--- src/rtl/pc_unit.sv ---
// pc_unit: IF-stage program counter with redirect, exception, halt/resume and debug single-step control.
module pc_unit #(
  parameter int                DATA_W       = 32,
  parameter logic [DATA_W-1:0] RESET_VECTOR = 32'h0000_0000,
  parameter logic [DATA_W-1:0] EXC_VECTOR   = 32'h0000_0080,
  parameter int                INC          = 4,
  parameter int                CNT_W        = 32
) (
  input  logic              i_clk,
  input  logic              i_reset,
  input  logic              i_stall,
  input  logic              i_redirect,
  input  logic [DATA_W-1:0] i_redirect_pc,
  input  logic              i_exception,
  input  logic              i_halt,
  input  logic              i_resume,
  input  logic              i_step_mode,
  input  logic              i_step,
  output logic [DATA_W-1:0] o_pc,
  output logic [DATA_W-1:0] o_pc_next_seq,
  output logic              o_fetch_valid,
  output logic [1:0]        o_state,
  output logic [CNT_W-1:0]  o_fetch_count,
  output logic              o_misaligned
);
  typedef enum logic [1:0] {RUN = 2'd0, HALTED = 2'd1, STEP_WAIT = 2'd2} state_t;
  state_t state, state_nx;
  logic primed, active, take_exc, take_redir, take_halt, take_seq, adv, cnt_inc;
  assign active     = state != HALTED;
  assign take_exc   = active & i_exception;
  assign take_redir = active & i_redirect & ~i_exception;
  // a redirect or exception in the same cycle marks the HALT as wrong-path
  assign take_halt  = active & i_halt & ~i_redirect & ~i_exception;
  // the first edge out of reset only primes fetch; sequential advance starts on the next
  assign take_seq   = active & ~i_exception & ~i_redirect & ~i_halt & ~i_stall &
                      (state == RUN ? primed : i_step);
  assign adv        = take_exc | take_redir | take_seq;
  assign cnt_inc    = adv & (o_fetch_count != '1);
  always_ff @(posedge i_clk or posedge i_reset)
    if (i_reset) state <= RUN;
    else         state <= state_nx;
  always_comb begin
    state_nx = state;
    state_nx = take_halt                        ? HALTED    :
               (state == RUN && i_step_mode)     ? STEP_WAIT :
               (state == STEP_WAIT && !i_step_mode) ? RUN    :
               (state == HALTED && i_resume)     ? (i_step_mode ? STEP_WAIT : RUN) :
               state;
  end
  always_comb begin
    o_state       = state;
    o_pc_next_seq = o_pc + DATA_W'(INC);
    o_misaligned  = o_pc[1:0] != 2'b00;
  end
  always_ff @(posedge i_clk or posedge i_reset)
    if (i_reset) begin
      o_pc          <= RESET_VECTOR;
      o_fetch_valid <= 1'b0;
      o_fetch_count <= '0;
      primed        <= 1'b0;
    end else begin
      o_pc          <= take_exc ? EXC_VECTOR : take_redir ? i_redirect_pc : take_seq ? o_pc_next_seq : o_pc;
      o_fetch_valid <= !take_halt && (state == RUN || (state == STEP_WAIT && adv));
      o_fetch_count <= o_fetch_count + CNT_W'(cnt_inc);
      primed        <= 1'b1;
    end
endmodule

--- config.mk ---
export PLATFORM = sky130hd
export DESIGN_NAME = pc_unit
export DESIGN_NICKNAME = d
export VERILOG_FILES = /design/src/rtl/pc_unit.sv
export SDC_FILE = /design/constraint.sdc
export NUM_CORES = 1
export LEC_CHECK = 0
export ABC_AREA = 1
export CORE_MARGIN = 2
export CORE_UTILIZATION = 47
export DETAILED_ROUTE_END_ITERATION = 10
export PLACE_DENSITY = 0.81
export SYNTH_ARGS = -nofsm -noshare
export SYNTH_HDL_FRONTEND = slang
export SYNTH_SLANG_ARGS = --single-unit
--- constraint.sdc ---
create_clock -name i_clk -period 3.2 [get_ports i_clk]
set_input_delay 0.48 -clock i_clk [delete_from_list [all_inputs] [get_ports i_clk]]
set_output_delay 0.48 -clock i_clk [all_outputs]
set_load 0.05 [all_outputs]
==> results.cfg, run 1 <==
[run_status]
status = completed

[synth]
synth_area_um2 = 4430
synth_edf_count = 0
synthSimpleGateAreaFrac_pct = 43.5
avgSynthCellArea_um2 = 6.60
synth_top_family_by_area = simple AND/OR/NAND/NOR gates
yosys.area.top_type = dfrtp_1
syn-instance-count = 671
seq_area_frac_synth_pct = 38.5
synth.area.mux_share_pct = 0
async_reset_ff_share_pct = 100
synth_fa_ha_area_share_pct = 0.848
syn_nets = 715
ys.flop_type = dfrtp_1
synthTopCellsByArea = dfrtp_1 (38%), nand2_1 (21%), nor2_1 (8.9%), inv_1 (6.2%), nand3_1 (6.0%)
synth_top_area_share_pct = 38.5
synthXorXnorAreaFrac_pct = 6.73
synth_compound_area_share_pct = 2.26
yosysWarnings = 0
synth_seq_cells = 68
yosysUniqueCellTypes = 31

[sta]
timing.slew.headroom_pct = 63.9
setup_violations = 0
layout_min_cycle_time_ns = 3.04
fin_skew_ns = 0.0127
finalCritPeriodShare_pct = 94.9
worst_slew_pin_slew_ns = 0.541
slew_viol_final = 0
holdWs_ns = 0.493
max_freq_mhz = 329
final-hold-violation-count = 0
finalSetupTns_ns = 0
rsz0062_at_grt = false

[grt]
grt_pass1_wl_um = 21500
grt_use_total_pct = 26.5
overflow = 0
grt_pass1_vias = 4537
grt_max_degree = 46
antenna_found_initial = 0

[critical_path]
r2r_cells = 17
crit_arrival_ns = 2.56
cp-start-kind = flip-flop
critPathKind = flip-flop to output pin
end_kind = output pin
critPathRequiredTime_ns = 2.72
r2r_end = o_fetch_count[24]
path_max_fanout = 5
rrSetupSlack_ns = 0.69
r2r_start = o_state[0]

[drt]
vias = 4737
viasPerCell = 5.08
antenna_left = 0
drt-wirelength-per-cell_um = 14.3
first_iter_violations = 239
wl_um = 13400
firstDrtPassIters = 5
drc = 0

[clock_network]
clk_latency_ns = 0.34
clk_pin_slew_ns = 0.07
numClockSinks = 68
clockBufferDepth = 2
cts_tree = yes
clock-root-buffer = clkbuf_8
htreeDepth = 3
cts_buffers = 9

[pwr]
p_per_area_nw_per_um2 = 624
peakVddDrop_v = 0.000527
leakage_nw = 3.23

[layout]
final_cell_mix = nand2_1 (251), clkdlybuf4s50_1 (123), nor2_1 (105)
area_growth_pct = 39.1
layout-drive-gt1-share_pct = 4.87
ff_latch_area_um2 = 1700
final_common_cell = nand2_1
multi_input_area_um2 = 2360
fin_nets = 860
antenna_cells = 0
nFillCells = 804

[floorplan]
die_w_um = 101
rows = 35
start_util_pct = 48.1
die-area_um2 = 10200
core-area_um2 = 9200
boundaryPins = 141
fp.dieH_um = 101

[placement]
port_buffers = 140
post-dp-hpwl_um = 10200
gp_congestion = 0.998

[hold_path]
hold_class = primary input to asynchronous set/reset pin

[job]
max_cap_viol_count = 0
[worst max-delay path by stage]
stage / start / end / slack, ns
final: o_pc[2] / o_pc_next_seq[10] / 0.16
after detailed placement: i_halt / o_fetch_count[24] / 0.16
after CTS: o_pc[2] / o_pc_next_seq[28] / 0.01
after global routing: o_pc[2] / o_pc_next_seq[10] / 0.02
after global placement: i_halt / o_fetch_count[24] / 0.23
after floorplan: o_state[1] / o_fetch_count[24] / 0.49
[cells in the mapped netlist (3+ instances only)]
cell,number
and2_1,9
buf_1,3
buf_4,4
dfrtp_1,68
ha_1,3
inv_1,73
inv_2,4
nand2_1,251
nand2_4,3
nand3_1,53
nand4_1,11
nor2_1,105
nor2_2,4
nor3_1,10
o21ai_0,14
o21ai_1,4
or2_2,3
xnor2_1,11
xor2_1,23
[final cells by class]
type	instances	share of cell area, %
multi-input combinational	515	38.4
sequential	68	27.6
clock inverter	4	0.366
inverter	77	4.69
tap	111	2.26
clock buffer	12	2.68
timing repair buffer	145	24.0
[flip-flops by register name, summed over array words and instances, names as in the netlist]
name           cells
o_fetch_count     32
o_pc              32
o_state            2
o_fetch_valid      1
primed             1
[cells by family (layout without fill, tap and decap cells)]
| family | after synthesis | in the layout |
|---|---|---|
| flip-flops | 68 | 68 |
| AND/OR/NAND/NOR | 457 | 457 |
| buffers and inverters | 88 | 238 |
| XOR/XNOR | 34 | 34 |
| AO/OA/AOI/OAI | 20 | 20 |
| other | 1 | 1 |
| adder cells (fa/ha/maj) | 3 | 3 |
[where the power goes]
group / switching (mW) / internal (mW)
sequential: 0.208 / 1.00
clock: 0.335 / 0.341
combinational: 1.34 / 0.619
[stage by stage]
stage          cell area, um2  std cells  utilization (%)  power (mW)  setup slack, ns
6_report                 6160        932             67.0        3.84            0.163
5_1_grt                  6160        932             67.0        4.03           0.0236
4_1_cts                  6120        932             66.5        3.86           0.0118
3_5_place_dp             5930        916             64.5        3.19            0.158
3_3_place_gp             5930        916             64.5        3.16            0.232
2_1_floorplan            4430        671                -        2.51            0.490
[routing by layer]
metal | track usage (%) | routed length (um)
met1 | 33.1 | 5600
met4 | 10.6 | 391
met2 | 45.9 | 6520
met3 | 4.02 | 846
met5 | 0 | 0
[critical path, stage by stage, from the launching register on]
cell,delay (ns)
dfrtp_1,0.41
ha_1,0.22
nand2_1,0.08
nor2_1,0.22
nand2_1,0.22
nand2_1,0.14
and2_1,0.14
clkdlybuf4s50_1,0.80
[repair_timing]
item / in CTS / in global routing
endpoints found under the setup margin: 1 / 16
hold buffers: 0 / 0
setup buffers: 0 / 0
gates resized for setup: 1 / 16
Power figures use the tool's default switching activity.
==> inputs of run 2 (changes only) <==
--- a/config.mk
+++ b/config.mk
@@ -9,7 +9,7 @@
 export CORE_MARGIN = 2
 export CORE_UTILIZATION = 47
 export DETAILED_ROUTE_END_ITERATION = 10
-export PLACE_DENSITY = 0.81
+export PLACE_DENSITY = 0.88
 export SYNTH_ARGS = -nofsm -noshare
 export SYNTH_HDL_FRONTEND = slang
 export SYNTH_SLANG_ARGS = --single-unit
==> run 2 against run 1 <==
  * Flip-flop and latch count is the same
  * Die area is the same
  * Sequential power is essentially flat
  * Combinational power about the same
  * Fmax barely moved
  * Sequential share of layout area barely moved
  * Hold slack improved by 0.039 ns
  * Count of clock-buffer cells in the layout is the same
  * Final area fell by 0.14%
  * Non-clock buffer count shrank 1
  * Clock skew is 0.0058 ns lower
  * Largest cell class unchanged
==> results.cfg, run 2 (same netlist as run 1, synthesis figures left out) <==
[drt]
antenna_left = 0
drt-wirelength-per-cell_um = 14.3
vias = 4812
first_iter_violations = 210
wl_um = 13300
drc = 0
viasPerCell = 5.17
firstDrtPassIters = 4

[hold_path]
hold_class = primary input to asynchronous set/reset pin

[pwr]
p_per_area_nw_per_um2 = 625
clockPowerShare_pct = 17.3
leakage_nw = 3.20
peakVddDrop_v = 0.000743
p_int_mw = 1.94
p_switching_mw = 1.90
p_seq_share_pct = 31.8
pwr-share-comb_pct = 50.9
swShare_pct = 49.5

[floorplan]
die_w_um = 101
boundaryPins = 141
start_util_pct = 48.1
die-area_um2 = 10200
fp.dieH_um = 101
core-area_um2 = 9200
rows = 35

[grt]
overflow = 0
grt_pass1_wl_um = 21400
grt_use_total_pct = 26.5
antenna_found_initial = 0
grt_pass1_vias = 4620
grt_max_degree = 69

[sta]
worst_slew_pin_slew_ns = 0.554
setup_ws_ns = 0.164
timing.slew.headroom_pct = 62.9
max_freq_mhz = 329
slew_viol_final = 0
finalSetupTns_ns = 0
fin_skew_ns = 0.00686
layout_min_cycle_time_ns = 3.04
finalCritPeriodShare_pct = 94.9
rsz0062_at_grt = false
setup_violations = 0
final-hold-violation-count = 0

[critical_path]
path_max_fanout = 5
critPathKind = flip-flop to output pin
cp-start-kind = flip-flop
end_kind = output pin
crit_arrival_ns = 2.56
critPathRequiredTime_ns = 2.72
rrSetupSlack_ns = 0.64

[clock_network]
clk_pin_slew_ns = 0.08
clock-root-buffer = clkbuf_8
clk_latency_ns = 0.34
ctsHoldBuffers = 0
clockBufferDepth = 2
cts_buffers = 9
numClockSinks = 68
htreeDepth = 3
cts_tree = yes

[placement]
gp_congestion = 0.982
post-dp-hpwl_um = 10000
pre_cts_slack_ns = 0.118
port_buffers = 140

[layout]
antenna_cells = 0
post-route-util_pct = 66.9
final_cell_mix = nand2_1 (251), clkdlybuf4s50_1 (125), nor2_1 (105)
final_common_cell = nand2_1
area_growth_pct = 38.9
layout-drive-gt1-share_pct = 4.63
fin_nets = 859

[job]
max_cap_viol_count = 0

[run_status]
status = completed
-- run 2: changes by cell type in the layout (fill, tap and decap cells not counted), sizes merged --
cell | before | now
clkdlybuf4s50 | 123 | 125
dlymetal6s2s | 16 | 14
buf | 5 | 4
clkinv | 3 | 4
clkinvlp | 1 | 0
-- run 2: critical path: stages (launching register included) --
cell	delay, ns
dfrtp_1	0.45
nand2_1	0.14
nor2_1	0.19
nand2_1	0.07
nor2_1	0.30
nand3_1	0.16
nand2_1	0.10
clkdlybuf4s50_1	0.82
-- run 2: stage by stage --
| step | hold slack [ns] | area [um2] | total power [mW] | cells |
|---|---|---|---|---|
| 2_1_floorplan | 0.601 | 4430 | 2.51 | 671 |
| 3_3_place_gp | 0.508 | 5940 | 3.15 | 915 |
| 3_5_place_dp | 0.510 | 5940 | 3.20 | 915 |
| 4_1_cts | 0.526 | 6110 | 3.86 | 931 |
| 5_1_grt | 0.543 | 6150 | 4.03 | 931 |
| 6_report | 0.533 | 6150 | 3.84 | 931 |
-- run 2: path summary, 6_finish.rpt --
| kind | startpoint | to | cells past startpoint |
|---|---|---|---|
| max in group asynchronous | i_reset | o_pc[19] | 3 |
| worst max register to register | o_state[0] | o_fetch_count[24] | 17 |
| worst min register to register | o_fetch_count[11] | o_fetch_count[11] | 1 |
| min in group i_clk | o_fetch_count[11] | o_fetch_count[11] | 1 |
| worst min-delay path | i_reset | o_fetch_count[3] | 3 |
| worst max-delay path | o_pc[9] | o_pc_next_seq[31] | 7 |
-- run 2: repair_timing --
item                       in CTS  in global routing
resized for setup               1                 14
buffers inserted                0                  0
setup endpoints to repair       1                 14
-- run 2: final cells by class --
type                            instances  area, um2
Clock inverter                          4       23.8
Multi-Input combinational cell        515       2360
Timing Repair Buffer                  144       1480
Inverter                               77        289
Tap cell                              111        139
Clock buffer                           12        155
Sequential cell                        68       1700
Fill cell                             800       3050
-- run 2: layer usage --
metal	routed length [um]	global-route usage [%]
met1	5720	34.1
met2	6330	44.3
met3	799	3.68
met5	0	0
met4	433	12.1
-- run 2: power by group through the flow --
stage	Combinational [mW]	Clock (mW)	Sequential (mW)
2_1_floorplan	0.837	0	1.67
3_3_place_gp	1.94	0	1.22
3_5_place_dp	1.97	0	1.23
4_1_cts	1.97	0.673	1.21
5_1_grt	2.08	0.706	1.24
6_report	1.96	0.665	1.22
==> inputs of run 3 (changes only) <==
--- a/config.mk
+++ b/config.mk
@@ -6,10 +6,11 @@
 export NUM_CORES = 1
 export LEC_CHECK = 0
 export ABC_AREA = 1
+export CAP_MARGIN = 0
 export CORE_MARGIN = 2
-export CORE_UTILIZATION = 47
+export CORE_UTILIZATION = 50
 export DETAILED_ROUTE_END_ITERATION = 10
-export PLACE_DENSITY = 0.88
+export PLACE_DENSITY = 0.92
 export SYNTH_ARGS = -nofsm -noshare
 export SYNTH_HDL_FRONTEND = slang
 export SYNTH_SLANG_ARGS = --single-unit
==> constraint.sdc (replaced) <==
create_clock -name i_clk -period 3.7 [get_ports i_clk]
set_input_delay 0.555 -clock i_clk [delete_from_list [all_inputs] [get_ports i_clk]]
set_output_delay 0.555 -clock i_clk [all_outputs]
set_load 0.05 [all_outputs]
==> run 3 against run 2 <==
  * Critical path depth grew 1
  * Total power shrank 11%
  * Via count grew 0.64%
  * Register-to-register slack gained 0.16 ns
  * Worst setup slack gained 0.18 ns
  * Sequential power down 13%
  * Largest cell class unchanged
  * Sequential share of layout area grew 0.15 points
  * Clock skew is 0.0013 ns lower
  * Count of clock-buffer cells in the layout decreased by 1
  * Die area shrank 5.8%
==> results.cfg, run 3 (same netlist as run 1, synthesis figures left out) <==
[run_status]
status = completed

[floorplan]
rows = 34
boundaryPins = 141
fp.dieH_um = 98.1
die-area_um2 = 9620
start_util_pct = 51.2
die_w_um = 98.1
core-area_um2 = 8640

[placement]
post-dp-hpwl_um = 10500
dpl_cell_area_um2 = 5900
post-place-cells = 910
gp_congestion = 0.995
port_buffers = 140

[clock_network]
numClockSinks = 68
clk_latency_ns = 0.34
clock-root-buffer = clkbuf_8
cts_setup_buffers = 0
htreeDepth = 3
clockBufferDepth = 2
clk_pin_slew_ns = 0.08
cts_resized = 0
cts_tree = yes
ctsHoldBuffers = 0
cts_buffers = 9

[drt]
wl_um = 13900
antenna_left = 0
firstDrtPassIters = 5
viasPerCell = 5.23
first_iter_violations = 328
drc = 0
drt-wirelength-per-cell_um = 15.0
vias = 4843

[critical_path]
critPathKind = flip-flop to output pin
critPathRequiredTime_ns = 3.14
cp-start-kind = flip-flop
path_max_fanout = 5
end_kind = output pin
crit_arrival_ns = 2.80

[layout]
multi_input_area_um2 = 2360
design_area_um2 = 6110
ff_latch_area_um2 = 1700
area_growth_pct = 38.2
antenna_cells = 0
final_common_cell = nand2_1
fin_nets = 857
final_cell_mix = nand2_1 (251), clkdlybuf4s50_1 (140), nor2_1 (105)
post-route-util_pct = 70.8
final_cells = 926
nFillCells = 693
layout-drive-gt1-share_pct = 4.52

[pwr]
p_per_area_nw_per_um2 = 561
peakVddDrop_v = 0.000658
leakage_nw = 2.97

[grt]
grt_max_degree = 53
overflow = 0
grt_pass1_vias = 4799
grt_use_total_pct = 29.6
grt_pass1_wl_um = 23200
antenna_found_initial = 0

[sta]
fin_skew_ns = 0.00551
holdWs_ns = 0.486
max_freq_mhz = 298
final-hold-violation-count = 0
rsz0062_at_grt = false
layout_min_cycle_time_ns = 3.35
worst_slew_pin_slew_ns = 0.676
finalCritPeriodShare_pct = 90.7
timing.slew.headroom_pct = 54.9
finalSetupTns_ns = 0
slew_viol_final = 0
setup_violations = 0

[hold_path]
hold_class = primary input to asynchronous set/reset pin

[job]
max_cap_viol_count = 0
==> run 3: cell count changes in the layout (fill, tap and decap cells not counted) <==
cell,delta
inv_6,+1
bufinv_16,+1
buf_4,-1
clkinv_2,-2
dlymetal6s2s_1,-14
buf_12,-1
clkbuf_1,-1
clkinvlp_4,+2
clkinv_4,-1
dlygate4sd2_1,-1
clkdlybuf4s50_1,+15
==> run 3: final timing paths <==
kind / startpoint / end / slack (ns) / cells past startpoint
max: o_pc[2] / o_pc_next_seq[24] / 0.35 / 8
max in group asynchronous: i_reset / o_pc[27] / 2.22 / 3
max reg2reg: o_state[0] / o_fetch_count[24] / 0.80 / 17
min: i_reset / o_fetch_count[3] / 0.49 / 2
min in group i_clk: o_fetch_count[26] / o_fetch_count[26] / 0.52 / 1
min reg2reg: o_fetch_count[26] / o_fetch_count[26] / 0.52 / 1
==> run 3: critical path: stages, from the launching register on <==
cell and delay, ns:
dfrtp_1 0.42, ha_1 0.21, nand2_1 0.08, nor2_1 0.24
nand2_1 0.21, nor2_1 0.27, nand3_1 0.13, nand2_1 0.10
clkdlybuf4s50_1 0.80
==> run 3: stage by stage <==
stage               power (mW)  worst slack, ns
floorplan                 2.17            0.990
global placement          2.73            0.556
CTS                       3.43            0.383
detailed placement        2.76            0.284
global route              3.58            0.153
finish                    3.43            0.345
==> run 3: layout make-up <==
| class | instances | area share (%) |
|---|---|---|
| clock inverters | 5 | 0.962 |
| inverters | 77 | 4.73 |
| repair buffers | 142 | 23.2 |
| flip-flops and latches | 68 | 27.8 |
| clock buffers | 11 | 2.48 |
| multi-input cells | 515 | 38.6 |
| well taps | 108 | 2.21 |
==> run 3: report_power, final <==
| group | switching [mW] | total [mW] | internal (mW) |
|---|---|---|---|
| clock | 0.314 | 0.663 | 0.350 |
| sequential | 0.192 | 1.06 | 0.865 |
| combinational | 1.17 | 1.71 | 0.539 |
==> run 3: routing by layer <==
metal	part of all wire, %	vias to the layer above	wire, um	track usage (%)
li1	-	2355	-	-
met1	41	2237	5660	37.3
met2	50	216	7000	51.6
met3	6.4	35	893	5.01
met4	2.3	0	315	10.0
met5	0	-	0	0
==> RTL edit 1, RTL diff (flow settings as in run 3) <==
Put one more register stage on the output `o_fetch_count`, with the module's reset. The value now appears one clock later. The other outputs are not delayed to match.
--- a/src/rtl/pc_unit.sv
+++ b/src/rtl/pc_unit.sv
@@ -26,2 +26,4 @@
   typedef enum logic [1:0] {RUN = 2'd0, HALTED = 2'd1, STEP_WAIT = 2'd2} state_t;
+
+  logic [CNT_W-1:0] o_fetch_count_s0;
   state_t state, state_nx;
@@ -37,3 +39,3 @@
   assign adv        = take_exc | take_redir | take_seq;
-  assign cnt_inc    = adv & (o_fetch_count != '1);
+  assign cnt_inc    = adv & (o_fetch_count_s0 != '1);
   always_ff @(posedge i_clk or posedge i_reset)
@@ -58,3 +60,3 @@
       o_fetch_valid <= 1'b0;
-      o_fetch_count <= '0;
+      o_fetch_count_s0 <= '0;
       primed        <= 1'b0;
@@ -63,5 +65,13 @@
       o_fetch_valid <= !take_halt && (state == RUN || (state == STEP_WAIT && adv));
-      o_fetch_count <= o_fetch_count + CNT_W'(cnt_inc);
+      o_fetch_count_s0 <= o_fetch_count_s0 + CNT_W'(cnt_inc);
       primed        <= 1'b1;
     end
+  always_ff @(posedge i_clk or posedge i_reset) begin
+    if (i_reset) begin
+      o_fetch_count <= '0;
+    end else begin
+      o_fetch_count <= o_fetch_count_s0;
+    end
+  end
+
 endmodule
Function: changed (Yosys sat finds a counterexample within 4 cycles, from zero or initial values and one cycle with i_reset high).
==> RTL edit 1 against run 3 <==
Sequential power increased by 36%. Die area increased by 17%. Count of clock-buffer cells in the layout decreased by 1. Cell count increased by 3.0%. Area after synthesis increased by 18%. Wire length decreased by 4.3%. Power increased by 12%. Worst setup slack improved by 0.11 ns. Design area increased by 13%. Fmax increased by 3.3%. Non-clock buffer count increased by 1. Via count decreased by 0.89%. Sequential cell count increased by 32. Combinational power decreased by 2%. Critical endpoint is now o_pc_next_seq[26]. Highest routed layer unchanged.
==> RTL edit 1: results (changes against run 3) <==
| Metric | Value |
|---|---|
| Status | `finished, final reports clean` |
| Worst Skew | `0.0112 ns (+0.00569 ns)` |
| FFs w/ async S/R, synth | `100% (unchanged)` |
| Global-route wire length before repair | `21,700 um (-6.3%)` |
| Post-layout nets | `857 (unchanged)` |
| Initial antenna violation count | `0 (unchanged)` |
| Synth Flop Type | `dfrtp_1` |
| Grt met3 use | `4.05% (-0.96 points)` |
| Sequential element share of the synthesized area | `48.1% (+9.6 points)` |
| Reg-to-reg setup timing slack | `0.81 ns` |
| Dpl hpwl | `9960 um (-5.0%)` |
| Post-synth cell types | `32 (+3.2%)` |
| Largest net degree at the start of global routing | `50 (-5.7%)` |
| Crit Path Max Fanout | `9 (+4)` |
| Iteration-0 DRC Markers | `221 (-33%)` |
| Worst r2r src | `o_state[1]` |
| Lkg Pwr | `3.30 nW (+11%)` |
| Final Wtd Congestion | `0.948 (-4.7%)` |
| Latest clock arrival within the worst-skew pair | `0.36 ns (+0.02 ns)` |
| H-tree Lvls | `3 (unchanged)` |
| Global-route met2 utilization | `42.5% (-9.1 points)` |
| Post-CTS Repair Setup Buffers | `0 (unchanged)` |
| Reg2reg path depth | `18 (+1)` |
| Worst Hold Class | `flop to flop` |
| VDD IR max | `377 uV (-43%)` |
| Clock-pin slew on the worst setup and hold paths | `0.10 ns (+0.02 ns)` |
| Hold path endpoint | `o_fetch_count[0]` |
| Dpl ws | `0.244 ns (-0.0398 ns)` |
| YS warnings | `0 (unchanged)` |
| Post-Synthesis Net Count | `716 (+0.14%)` |
| Ranking of synthesized cells by area | `dfrtp_1, nand2_1, nor2_1, inv_1, xor2_1` |
| Total GRT Usage | `24.3% (-5.3 points)` |
| Top cells by count, synth | `nand2_1, dfrtp_1, nor2_1` |
| FF-to-FF End | `o_fetch_count_s0[26]` |
| Total routed wirelength | `13,300 um (-4.3%)` |
| Vias per cell | `5.03 (-3.8%)` |
| Root Driver | `clkbuf_8` |
| Worst Path Arrival | `2.69 ns (-0.11 ns)` |
| Layout cells sized above 1 | `6.48% (+2.0 points)` |
| Antenna diodes | `0 (unchanged)` |
| Least-Margin Pin Slew | `0.609 ns (-0.0676 ns)` |
| Met1 Track Usage GR | `30.6% (-6.7 points)` |
| CTS max path bufs | `2 (unchanged)` |
| Total CTS buffers | `9 (unchanged)` |
| Number of global-route vias before repair | `4,573 (-4.7%)` |
[RTL edit 1: changes by cell type after synthesis, sizes merged, moves of 4 or more]
cell,run 3,this run
dfrtp,68,100
nand4,11,6
nand3b,1,8
inv,77,57
and2,9,5
nand3,54,36
[RTL edit 1: cell families (layout without fill, tap and decap cells)]
kind of cell,Yosys count,in the layout,share of synthesized area (%)
xor gates and xnor gates,35,35,5.89
other,1,1,0.0720
and+or+nand+nor,438,438,36.7
AOI/OAI and AO/OA,23,23,2.48
DFF,100,100,48.1
buffers and inverters,70,216,5.67
adders and majority gates,3,3,0.721
muxes,2,2,0.385
[RTL edit 1: final cells by class]
cell class,count,area [um^2]
Clock buffer,10,138
Clock inverter,6,76.3
Fill cell,817,3300
Inverter,57,216
Multi-Input combinational cell,502,2410
Sequential cell,100,2500
Tap cell,136,170
Timing Repair Buffer,143,1420
[RTL edit 1: metal layers]
layer | share of wire [%] | vias up | wire length (um)
met5 | 0 | - | 0
met2 | 50 | 194 | 6700
met1 | 41 | 2220 | 5420
li1 | - | 2357 | -
met4 | 2.4 | 0 | 320
met3 | 6.3 | 29 | 841
[RTL edit 1: power by group]
part	switching, mW	internal, mW
clock	0.403	0.345
sequential	0.192	1.25
combinational	1.13	0.531
[RTL edit 1: worst max path at each step]
stage           startpoint              endpoint  depth (start not counted)  slack (ns)
6_report           o_pc[3]     o_pc_next_seq[26]                         10        0.45
5_1_grt            o_pc[3]     o_pc_next_seq[26]                         10        0.30
4_1_cts            o_pc[3]     o_pc_next_seq[26]                         10        0.44
3_5_place_dp   i_exception  o_fetch_count_s0[26]                         18        0.24
3_3_place_gp   i_exception  o_fetch_count_s0[26]                         18        0.44
2_1_floorplan      i_reset      o_fetch_count[0]                          1        0.53
[RTL edit 1: metrics by stage]
stage	hold slack (ns)	cell area [um^2]	util, %	std cells
after global placement	0.405	6720	65.7	938
after detailed placement	0.412	6720	65.7	938
after global routing	0.451	6930	67.8	954
final	0.427	6930	67.8	954
after floorplan	0.380	5200	-	672
after CTS	0.436	6930	67.8	954
[RTL edit 1: critical path, stage by stage (launching register included)]
cell and delay, ns:
dfrtp_1 0.42, ha_1 0.23, nand2_1 0.08, nor2_2 0.13, nand2_2 0.18, nor2_4 0.21
nand2_1 0.07, nand2_1 0.06, nand2_1 0.07, inv_1 0.07, clkdlybuf4s50_1 0.80
==> RTL edit 2, RTL diff (flow settings as in run 3) <==
Without the edit above. Set the parameter `DATA_W` to 36 (it was 32).
--- a/src/rtl/pc_unit.sv
+++ b/src/rtl/pc_unit.sv
@@ -2,3 +2,3 @@
 module pc_unit #(
-  parameter int                DATA_W       = 32,
+  parameter int                DATA_W       = 36,
   parameter logic [DATA_W-1:0] RESET_VECTOR = 32'h0000_0000,
Ports: changed (resized i_redirect_pc, o_pc and o_pc_next_seq); port bits go from 141 to 153. No check against the original RTL was run, so the function may have changed too.
==> RTL edit 2 against run 3 <==
Register-to-register slack better by 0.31 ns. Utilization up 0.30 points. Area after synthesis rose by 7.4%. Worst setup slack better by 0.13 ns. Design area rose by 7.4%. Wire length decreased by 2.1%. Power is 6.8% higher. Non-clock buffer count is 13 higher. Combinational power up 13%. Sequential power rose by 8%. Clock skew is essentially flat. Sequential cell count is 4 higher.
==> RTL edit 2: results (changes against run 3) <==
| Metric | Value |
|---|---|
| CTS max path bufs | `2 (unchanged)` |
| Total routed wirelength | `13,600 um (-2.1%)` |
| Global-route wire length before repair | `22,600 um (-2.5%)` |
| Initial antenna violation count | `0 (unchanged)` |
| Synth Flop Type | `dfrtp_1` |
| Post-synth cell types | `37 (+19%)` |
| Max incr delay on CP | `0.86 ns (+0.06 ns)` |
| Vias | `5,152 (+6.4%)` |
| Top Metal Used | `met4` |
| Worst Skew | `0.00575 ns (+0.000240 ns)` |
| Lkg Pwr | `3.15 nW (+6.2%)` |
| CP delay by family, top | `buffers and inverters` |
| Layout cells sized above 1 | `5.60% (+1.1 points)` |
| HP Start | `o_fetch_count[29]` |
| Post-Synthesis Net Count | `766 (+7.1%)` |
| Met2 wire length | `6360 um (-9.2%)` |
| Total GRT Usage | `27.6% (-2.0 points)` |
| Crit Path Max Fanout | `5 (unchanged)` |
| Max transition margin | `38.6% (-16 points)` |
| Worst Hold Class | `flop to flop` |
| Status | `finished, final reports clean` |
| Root Driver | `clkbuf_8` |
| FFs w/ async S/R, synth | `100% (unchanged)` |
| Largest net degree at the start of global routing | `73 (+38%)` |
| Biggest register | `o_pc` |
| Dpl ws | `0.635 ns (+0.351 ns)` |
| CTS hold repair buffers | `0 (unchanged)` |
| Number of global-route vias before repair | `4,917 (+2.5%)` |
| Total CTS buffers | `9 (unchanged)` |
| Top cells by count, synth | `nand2_1, nor2_1, inv_1` |
| # fillers | `741 (+6.9%)` |
| Sequential element share of the synthesized area | `37.9% (-0.55 points)` |
| Crit-path slowest cell | `clkdlybuf4s50_1` |
| TritonRoute pass-1 iters | `5 (unchanged)` |
| CP Launch Point | `o_pc[3]` |
| Clock-pin slew on the worst setup and hold paths | `0.08 ns (about the same)` |
| Antenna diodes | `0 (unchanged)` |
| Final Wtd Congestion | `0.989 (-0.57%)` |
| Post-CTS sizing | `0 (unchanged)` |
| H-tree Lvls | `3 (unchanged)` |
| Wl on met1 | `5620 um (-0.76%)` |
| Max FFs per register | `36` |
| Ranking of synthesized cells by area | `dfrtp_1, nand2_1, nor2_1, inv_1, nand3_1` |
| VDD IR max | `590 uV (-10%)` |
| Worst r2r src | `o_fetch_count[17]` |
| Iteration-0 DRC Markers | `309 (-5.8%)` |
| Placed inst area | `6390 um^2 (+8.2%)` |
| Port Buffers | `152 (+8.6%)` |
| Grt ovf | `0 (unchanged)` |
| Met3 WL post-DR | `1240 um (+38%)` |
| YS warnings | `0 (unchanged)` |
| Dpl hpwl | `10,100 um (-3.3%)` |
| Latest clock arrival within the worst-skew pair | `0.35 ns` |
| Post-layout nets | `918 (+7.1%)` |
==> RTL edit 2: worst paths after layout <==
check,endpoint,slack (ns),depth (start not counted)
max,o_pc_next_seq[28],0.47,10
min,o_fetch_count[29],0.50,1
max reg2reg,o_fetch_count[28],1.11,14
min reg2reg,o_fetch_count[29],0.50,1
max in group asynchronous,o_pc[34],2.31,3
min in group asynchronous,o_state[0],0.79,3
==> RTL edit 2: cell type report <==
type / count / area [um^2] / area share, %
multi-input cells: 553 / 2580 / 39.3
flip-flops and latches: 72 / 1800 / 27.4
repair buffers: 155 / 1540 / 23.5
inverters: 79 / 297 / 4.51
well taps: 129 / 161 / 2.46
clock buffers: 11 / 151 / 2.30
clock inverters: 5 / 31.3 / 0.476
==> RTL edit 2: per-layer routing <==
layer | vias to the layer above | track usage (%)
met2 | 249 | 45.5
met1 | 2339 | 35.5
met4 | 0 | 12.1
met3 | 41 | 5.04
li1 | 2523 | -
met5 | - | 0
==> RTL edit 2: cells by family after synthesis <==
kind of cell / synth area share, %
AND/OR/NAND/NOR: 43.2
buffers and inverters: 7.84
flip-flops: 37.9
XOR/XNOR: 6.45
AO/OA/AOI/OAI: 3.29
adder cells (fa/ha/maj): 0.790
multiplexers: 0.421
other: 0.0789
==> RTL edit 2: through the flow <==
stage          instances  power (mW)
3_5_place_dp         988        3.08
5_1_grt             1004        3.84
3_3_place_gp         988        3.06
4_1_cts             1004        3.67
6_report            1004        3.66
2_1_floorplan        718        2.41
==> RTL edit 2: power breakdown <==
part	leakage [nW]	internal [mW]	switching, mW
Clock	0.0951	0.278	0.305
Combinational	2.11	0.615	1.32
Sequential	0.945	0.925	0.223
